### config.mk
export PLATFORM = sky130hd
export DESIGN_NAME = rst_ckpt
export DESIGN_NICKNAME = d
export VERILOG_FILES = /design/src/rtl/rst_ckpt.sv
export SDC_FILE = /design/constraint.sdc
export NUM_CORES = 2
export LEC_CHECK = 0
export CAP_MARGIN = 10
export CORE_ASPECT_RATIO = 1.4
export CORE_MARGIN = 2
export CORE_UTILIZATION = 25
export DETAILED_ROUTE_END_ITERATION = 10
export HOLD_SLACK_MARGIN = 0.03
export PLACE_DENSITY = 0.39
export RECOVER_POWER = 100
export SLEW_MARGIN = 0
export SYNTH_ARGS = -nofsm -noshare
export SYNTH_HDL_FRONTEND = slang
export SYNTH_SLANG_ARGS = --single-unit
### constraint.sdc
create_clock -name clk -period 4.09 [get_ports clk]
set_clock_uncertainty 0.2 [all_clocks]
set_input_delay 0.409 -clock clk [delete_from_list [all_inputs] [get_ports clk]]
set_output_delay 0.409 -clock clk [all_outputs]
set_load 0.02 [all_outputs]
### src/rtl/rst_ckpt.sv
// Register status table for Tomasulo dispatch: per-register pending flag and producer tag,
// multi-port CDB clearing, and snapshot/restore slots for branch-misprediction recovery.
module rst_ckpt #(
   parameter  int NUM_REGS = 32,
   parameter  int TAG_W    = 6,
   parameter  int NUM_CDB  = 2,
   parameter  int NUM_CKPT = 4,
   localparam int AW       = $clog2(NUM_REGS),
   localparam int CW       = (NUM_CDB  > 1) ? $clog2(NUM_CDB)  : 1,
   localparam int KW       = (NUM_CKPT > 1) ? $clog2(NUM_CKPT) : 1
) (
   input  logic                      clk,
   input  logic                      reset,
   input  logic [AW-1:0]             dispatch_addr,
   input  logic [TAG_W-1:0]          dispatch_tag,
   input  logic                      dispatch_wen,
   input  logic [AW-1:0]             dispatch_rsaddr,
   output logic [TAG_W-1:0]          dispatch_rstag,
   output logic                      dispatch_rsvalid,
   input  logic [AW-1:0]             dispatch_rtaddr,
   output logic [TAG_W-1:0]          dispatch_rttag,
   output logic                      dispatch_rtvalid,
   input  logic [NUM_CDB*TAG_W-1:0]  cdb_tag,
   input  logic [NUM_CDB-1:0]        cdb_valid,
   output logic [NUM_REGS-1:0]       regfile_wen_onehot,
   output logic [NUM_REGS*CW-1:0]    regfile_wen_sel,
   input  logic                      ckpt_save,
   input  logic [KW-1:0]             ckpt_save_id,
   input  logic [NUM_CKPT-1:0]       ckpt_release,
   input  logic                      flush,
   input  logic [KW-1:0]             flush_id,
   output logic [NUM_CKPT-1:0]       ckpt_valid,
   output logic                      flush_err
);

   logic [NUM_REGS-1:0] pend_q;
   logic [TAG_W-1:0]    tag_q [NUM_REGS];
   logic [NUM_REGS-1:0] snap_pend [NUM_CKPT];
   logic [TAG_W-1:0]    snap_tag  [NUM_CKPT][NUM_REGS];

   logic [NUM_REGS-1:0] hit_any;
   logic [CW-1:0]       hit_sel [NUM_REGS];
   logic [NUM_REGS-1:0] snap_hit [NUM_CKPT];
   logic                disp_hit;
   logic                flush_ok;
   logic                save_go;
   logic [NUM_REGS-1:0] nxt_pend;
   logic [TAG_W-1:0]    nxt_tag [NUM_REGS];
   logic [NUM_CKPT-1:0] nxt_valid;

   // Live-table CDB match; the ascending scan with !hit_any lets the lowest port win.
   always_comb begin
      hit_any = '0;
      for (int unsigned r = 0; r < NUM_REGS; r++) begin
         hit_sel[r] = '0;
         if (r != 0) begin
            for (int unsigned p = 0; p < NUM_CDB; p++) begin
               if (pend_q[r] && cdb_valid[p] && !hit_any[r] &&
                   tag_q[r] == cdb_tag[p*TAG_W +: TAG_W]) begin
                  hit_any[r] = 1'b1;
                  hit_sel[r] = CW'(p);
               end
            end
         end
      end
   end

   always_comb begin
      for (int unsigned k = 0; k < NUM_CKPT; k++) begin
         snap_hit[k] = '0;
         for (int unsigned r = 1; r < NUM_REGS; r++) begin
            for (int unsigned p = 0; p < NUM_CDB; p++) begin
               if (snap_pend[k][r] && cdb_valid[p] &&
                   snap_tag[k][r] == cdb_tag[p*TAG_W +: TAG_W])
                  snap_hit[k][r] = 1'b1;
            end
         end
      end
   end

   always_comb begin
      disp_hit = 1'b0;
      for (int unsigned p = 0; p < NUM_CDB; p++) begin
         if (cdb_valid[p] && cdb_tag[p*TAG_W +: TAG_W] == dispatch_tag)
            disp_hit = 1'b1;
      end
   end

   assign flush_ok = flush && ckpt_valid[flush_id];
   assign save_go  = ckpt_save && !flush;

   always_comb begin
      nxt_pend = pend_q & ~hit_any;
      for (int unsigned r = 0; r < NUM_REGS; r++)
         nxt_tag[r] = tag_q[r];
      if (flush_ok) begin
         nxt_pend = snap_pend[flush_id] & ~snap_hit[flush_id];
         for (int unsigned r = 0; r < NUM_REGS; r++)
            nxt_tag[r] = snap_tag[flush_id][r];
      end else if (dispatch_wen && !flush && dispatch_addr != '0) begin
         // A producer whose tag is already on the CDB leaves nothing pending.
         if (disp_hit) begin
            nxt_pend[dispatch_addr] = 1'b0;
         end else begin
            nxt_pend[dispatch_addr] = 1'b1;
            nxt_tag[dispatch_addr]  = dispatch_tag;
         end
      end
      nxt_pend[0] = 1'b0;
      nxt_tag[0]  = '0;
   end

   always_comb begin
      nxt_valid = ckpt_valid & ~ckpt_release;
      if (save_go)
         nxt_valid[ckpt_save_id] = 1'b1;
      if (flush_ok)
         nxt_valid[flush_id] = 1'b0;
   end

   always_ff @(posedge clk or negedge reset) begin
      if (!reset) begin
         pend_q     <= '0;
         ckpt_valid <= '0;
         flush_err  <= 1'b0;
         for (int unsigned r = 0; r < NUM_REGS; r++)
            tag_q[r] <= '0;
         for (int unsigned k = 0; k < NUM_CKPT; k++) begin
            snap_pend[k] <= '0;
            for (int unsigned r = 0; r < NUM_REGS; r++)
               snap_tag[k][r] <= '0;
         end
      end else begin
         pend_q     <= nxt_pend;
         ckpt_valid <= nxt_valid;
         flush_err  <= flush && !ckpt_valid[flush_id];
         for (int unsigned r = 0; r < NUM_REGS; r++)
            tag_q[r] <= nxt_tag[r];
         for (int unsigned k = 0; k < NUM_CKPT; k++) begin
            if (save_go && ckpt_save_id == KW'(k)) begin
               snap_pend[k] <= nxt_pend;
               for (int unsigned r = 0; r < NUM_REGS; r++)
                  snap_tag[k][r] <= nxt_tag[r];
            end else if (ckpt_valid[k]) begin
               snap_pend[k] <= snap_pend[k] & ~snap_hit[k];
            end
         end
      end
   end

   always_comb begin
      regfile_wen_onehot = hit_any;
      regfile_wen_sel    = '0;
      for (int unsigned r = 0; r < NUM_REGS; r++)
         regfile_wen_sel[r*CW +: CW] = hit_sel[r];
   end

   always_comb begin
      dispatch_rsvalid = 1'b0;
      dispatch_rstag   = '0;
      dispatch_rtvalid = 1'b0;
      dispatch_rttag   = '0;
      if (dispatch_rsaddr != '0) begin
         dispatch_rsvalid = pend_q[dispatch_rsaddr] && !hit_any[dispatch_rsaddr];
         dispatch_rstag   = tag_q[dispatch_rsaddr];
      end
      if (dispatch_rtaddr != '0) begin
         dispatch_rtvalid = pend_q[dispatch_rtaddr] && !hit_any[dispatch_rtaddr];
         dispatch_rttag   = tag_q[dispatch_rtaddr];
      end
   end

endmodule

==> impl_results.md <==
- XOR/XNOR share of the synthesized area: 21.53%
- Largest family of logic cells by synthesized area: XOR/XNOR gates
- H-tree levels: 3
- Total congestion overflow: 0
- DRC viols: 0
- WP data required: 3.48 ns
- Final Non-Filler Cells: 12090
- Reg-to-reg startpoint: tag_q[66]
- Clock transition at path regs: 0.06 ns
- Antenna Violating Nets Remaining: 0
- CP dominant cell by count: mux4_2
- Worst Path Buf+Inv: 1
- Fill count: approximately 32000
- Max-slew violation count: 82
- Finish-stage setup viols: 0
- Initial Util: 25.14%
- CP Cell Sequence: mux4_2 -> mux4_2 -> mux2_2 -> clkdlybuf4s50_1
- Layout cells sized above 1: 14.55%
- DP HPWL: 256.1 mm
- Root buffer cell: clkbuf_16
- Fraction of registers with async set/reset: 100.0%
- Die area: around 310000 um2
- Nets: 8050
- Cell Rows: ~240
- Max cap viols: 2
- Period utilisation layout: 99.41%
- Fin crit period: 4.066 ns
- Port buffer count: 128
- YS warnings: 0
- Pleak: 36.33 nW
- CTS sink count: approximately 1100
- Setup crit start: tag_q[10]
- Peak VDD IR: 0.3443 mV
- Wire per inst: 29.67 um
- Most common flop cell mapped by yosys: dfrtp_1
- Io pins: 131
- Seq/Total Area, Yosys: 35.81%
- Crit path arrival time: 3.46 ns
- Hold Path Origin: dispatch_tag[1]
- Mux share of post-synthesis cell area: between 10% and 20%
- Rel. slew slack: -79.02%
- Gr usage total: 22.75%
- Clock tree buffer depth: 3
- Vias/cell: ~5.2
- Crit path kind: reg -> out
- CP peak stage delay: about 0.59 ns
- Post-synthesis cell area: 76170 um2
- Cell count after synthesis: ~8000
- Post-synthesis compound-gate area fraction: 10.33%
- TritonCTS Buffers: between 100 and 150
- Synthesis-stage register bit count: 1090
- Family with the most delay on the worst path: multiplexers
- Pre-CTS setup slack: between 0.1 and 0.15 ns
- Die width: 470.5 um
- Critical Path Start Type: register
- Via Count: about 63000
- Antenna violations before repair: 23
- Failing checks: capacitance limit, slew limit
- Status: complete, but fails checks
- Syn-to-layout area delta: 14.93%
- Crit Path Max Fanout: 5
- Adder-cell share of the synthesized area: 0%
- RSZ-0062 raised after global routing: true
- Worst Setup End Kind: output port
- GP Congestion: 0.9419
- Synthesized area per cell: 9.561 um2
- Slew @ Worst Pin: 2.685 ns
- Placed insts: 11840
- First-pass GRT wire length: 510.8 mm
- Final worst-path setup slack: 0.02405 ns
- Hold Vio Cnt, Final: 0
- DR pass1 iterations: 5
- Worst path slowest cell: mux4_2
- Simple logic cell fraction of the synthesized area: a little over an eighth
- Total Wirelength: between 300 and 400 mm
- Maximum clock frequency: 0.2459 GHz
- Clock latency on the worst-skew pair: around 0.83 ns
- CTS tree: done
- Worst Hold Class: in -> reg
- Iteration-0 DRC Markers: 5702
- Hold WS: 0.1168 ns
- PD cells: 502.4 nW/um2
- Post-synth cell types: 81
- Largest net degree at the start of global routing: 127
- Die height: ~660 um
- Area of the core: 302900 um2
- Post-synth EDFFs: 0
- Number of global-route vias before repair: 64430
[final timing paths]
kind / cells after the start / slack, ns / endpoint
max in group asynchronous: 3 / 0.53 / tag_q[25]
setup reg to reg: 9 / 0.90 / snap_pend[116]
min in group asynchronous: 2 / 0.79 / snap_tag[402]
hold / removal: 5 / 0.12 / tag_q[157]
hold reg to reg: 2 / 0.30 / snap_pend[48]
setup / recovery: 4 / 0.02 / dispatch_rstag[4]
[placed cells by master (no fill, tap or decap), types with 100 or more instances in the layout]
cell type and n:
mux4_2 321, nor4_1 153, xor2_1 975, mux2i_1 196
a21oi_1 119, nand3_1 391, clkbuf_16 119, dfrtp_1 1012
buf_4 279, o21ai_0 946, nor2_1 193, nor3_1 229
nand2_1 943, xnor2_1 895, buf_12 100, inv_1 238
[report_power, final]
part	switching, mW	internal [mW]	total (mW)
clock network	5.18	7.08	12.3
registers	5.15	13.4	18.5
logic	7.15	6.06	13.2
total	17.5	26.5	44.0
[timing repair]
| item | CTS | global route |
|---|---|---|
| resized for setup | 73 | 53 |
| setup buffers | 2 | 10 |
| endpoints found under the hold margin | 179 | 0 |
| endpoints found under the setup margin | 11 | 5 |
| pin swaps | 12 | 9 |
| hold buffers | 7 | 0 |
[Yosys cell counts, types with 6 or more instances]
master / number / share of area, %
nor3_1: 226 / 1.5
a31oi_1: 9 / 0.074
nand2_1: 944 / 4.7
mux2i_1: 197 / 2.6
nand2b_1: 14 / 0.11
buf_2: 78 / 0.51
a32oi_1: 16 / 0.18
o41ai_1: 11 / 0.13
o221ai_1: 17 / 0.20
clkbuf_1: 334 / 1.6
o211ai_1: 69 / 0.68
o32a_1: 7 / 0.092
mux4_2: 321 / 9.5
and3_1: 13 / 0.11
xnor2_1: 896 / 10
buf_1: 18 / 0.089
o22ai_1: 8 / 0.066
inv_1: 239 / 1.2
buf_6: 85 / 1.3
a311o_1: 11 / 0.14
nor2_1: 186 / 0.92
buf_4: 112 / 1.1
and2_1: 7 / 0.057
nand3_1: 393 / 2.6
a311oi_1: 6 / 0.069
a41o_1: 33 / 0.43
nor4_1: 158 / 1.3
nor3b_1: 8 / 0.079
nor2_2: 18 / 0.15
or4_1: 11 / 0.11
a31o_2: 18 / 0.21
nand3b_1: 8 / 0.079
xor2_1: 976 / 11
o21ai_1: 21 / 0.14
dfrtp_1: 1090 / 36
mux2_2: 79 / 1.2
o21ai_0: 932 / 6.1
a41oi_1: 6 / 0.069
a22oi_1: 45 / 0.44
a21oi_1: 120 / 0.79
nor2b_1: 44 / 0.36
nand4_1: 87 / 0.71
[worst min-delay path, cell delays in order]
cell and delay [ns]:
buf_2 0.30, mux2i_1 0.13, nor2_1 0.08, a21oi_1 0.09
inv_1 0.06
[cell type report]
type	instances	area (um2)	share of cell area (%)
well taps	3976	4975	5.683
diodes	9	22.52	0.02573
multi-input cells	5996	44530	50.87
repair buffers	548	5369	6.133
clock buffers	171	3483	3.979
inverters	247	927.1	1.059
clock inverters	52	855.8	0.9777
flip-flops and latches	1090	27380	31.27
[per-stage QoR]
step / power [mW] / cell area, um2 / utilization (%) / setup TNS, ns
2_1_floorplan: 25.44 / 76170 / - / 0
3_3_place_gp: 31.58 / 83100 / 27.43 / 0
3_5_place_dp: 31.68 / 83100 / 27.43 / 0
4_1_cts: 44.23 / 87700 / 28.95 / -0.007704
5_1_grt: 46.12 / 87520 / 28.89 / -0.07519
6_report: 43.98 / 87540 / 28.90 / 0
[cell families (layout without fill, tap and decap cells)]
family | Yosys count | count (layout)
simple gates | 2155 | 2155
xor+xnor | 1872 | 1872
compound gates | 1370 | 1370
flops | 1090 | 1090
buf+inv | 881 | 1018
mux | 597 | 597
other cells | 1 | 11
[metal layers]
metal | GRT usage [%] | part of all wire [%] | vias to the layer above
li1 | - | - | 27630
met1 | 27.93 | 41 | 32580
met2 | 38.97 | 49 | 2215
met3 | 3.301 | 5.1 | 725
met4 | 10.84 | 5.5 | 16
met5 | 0 | 0.031 | -
[registers in the layout (all words and copies together) (netlist names)]
register    flops
ckpt_valid      4
flush_err       1
pend_q         31
snap_pend     124
snap_tag      744
tag_q         186
Power figures use the tool's default switching activity.
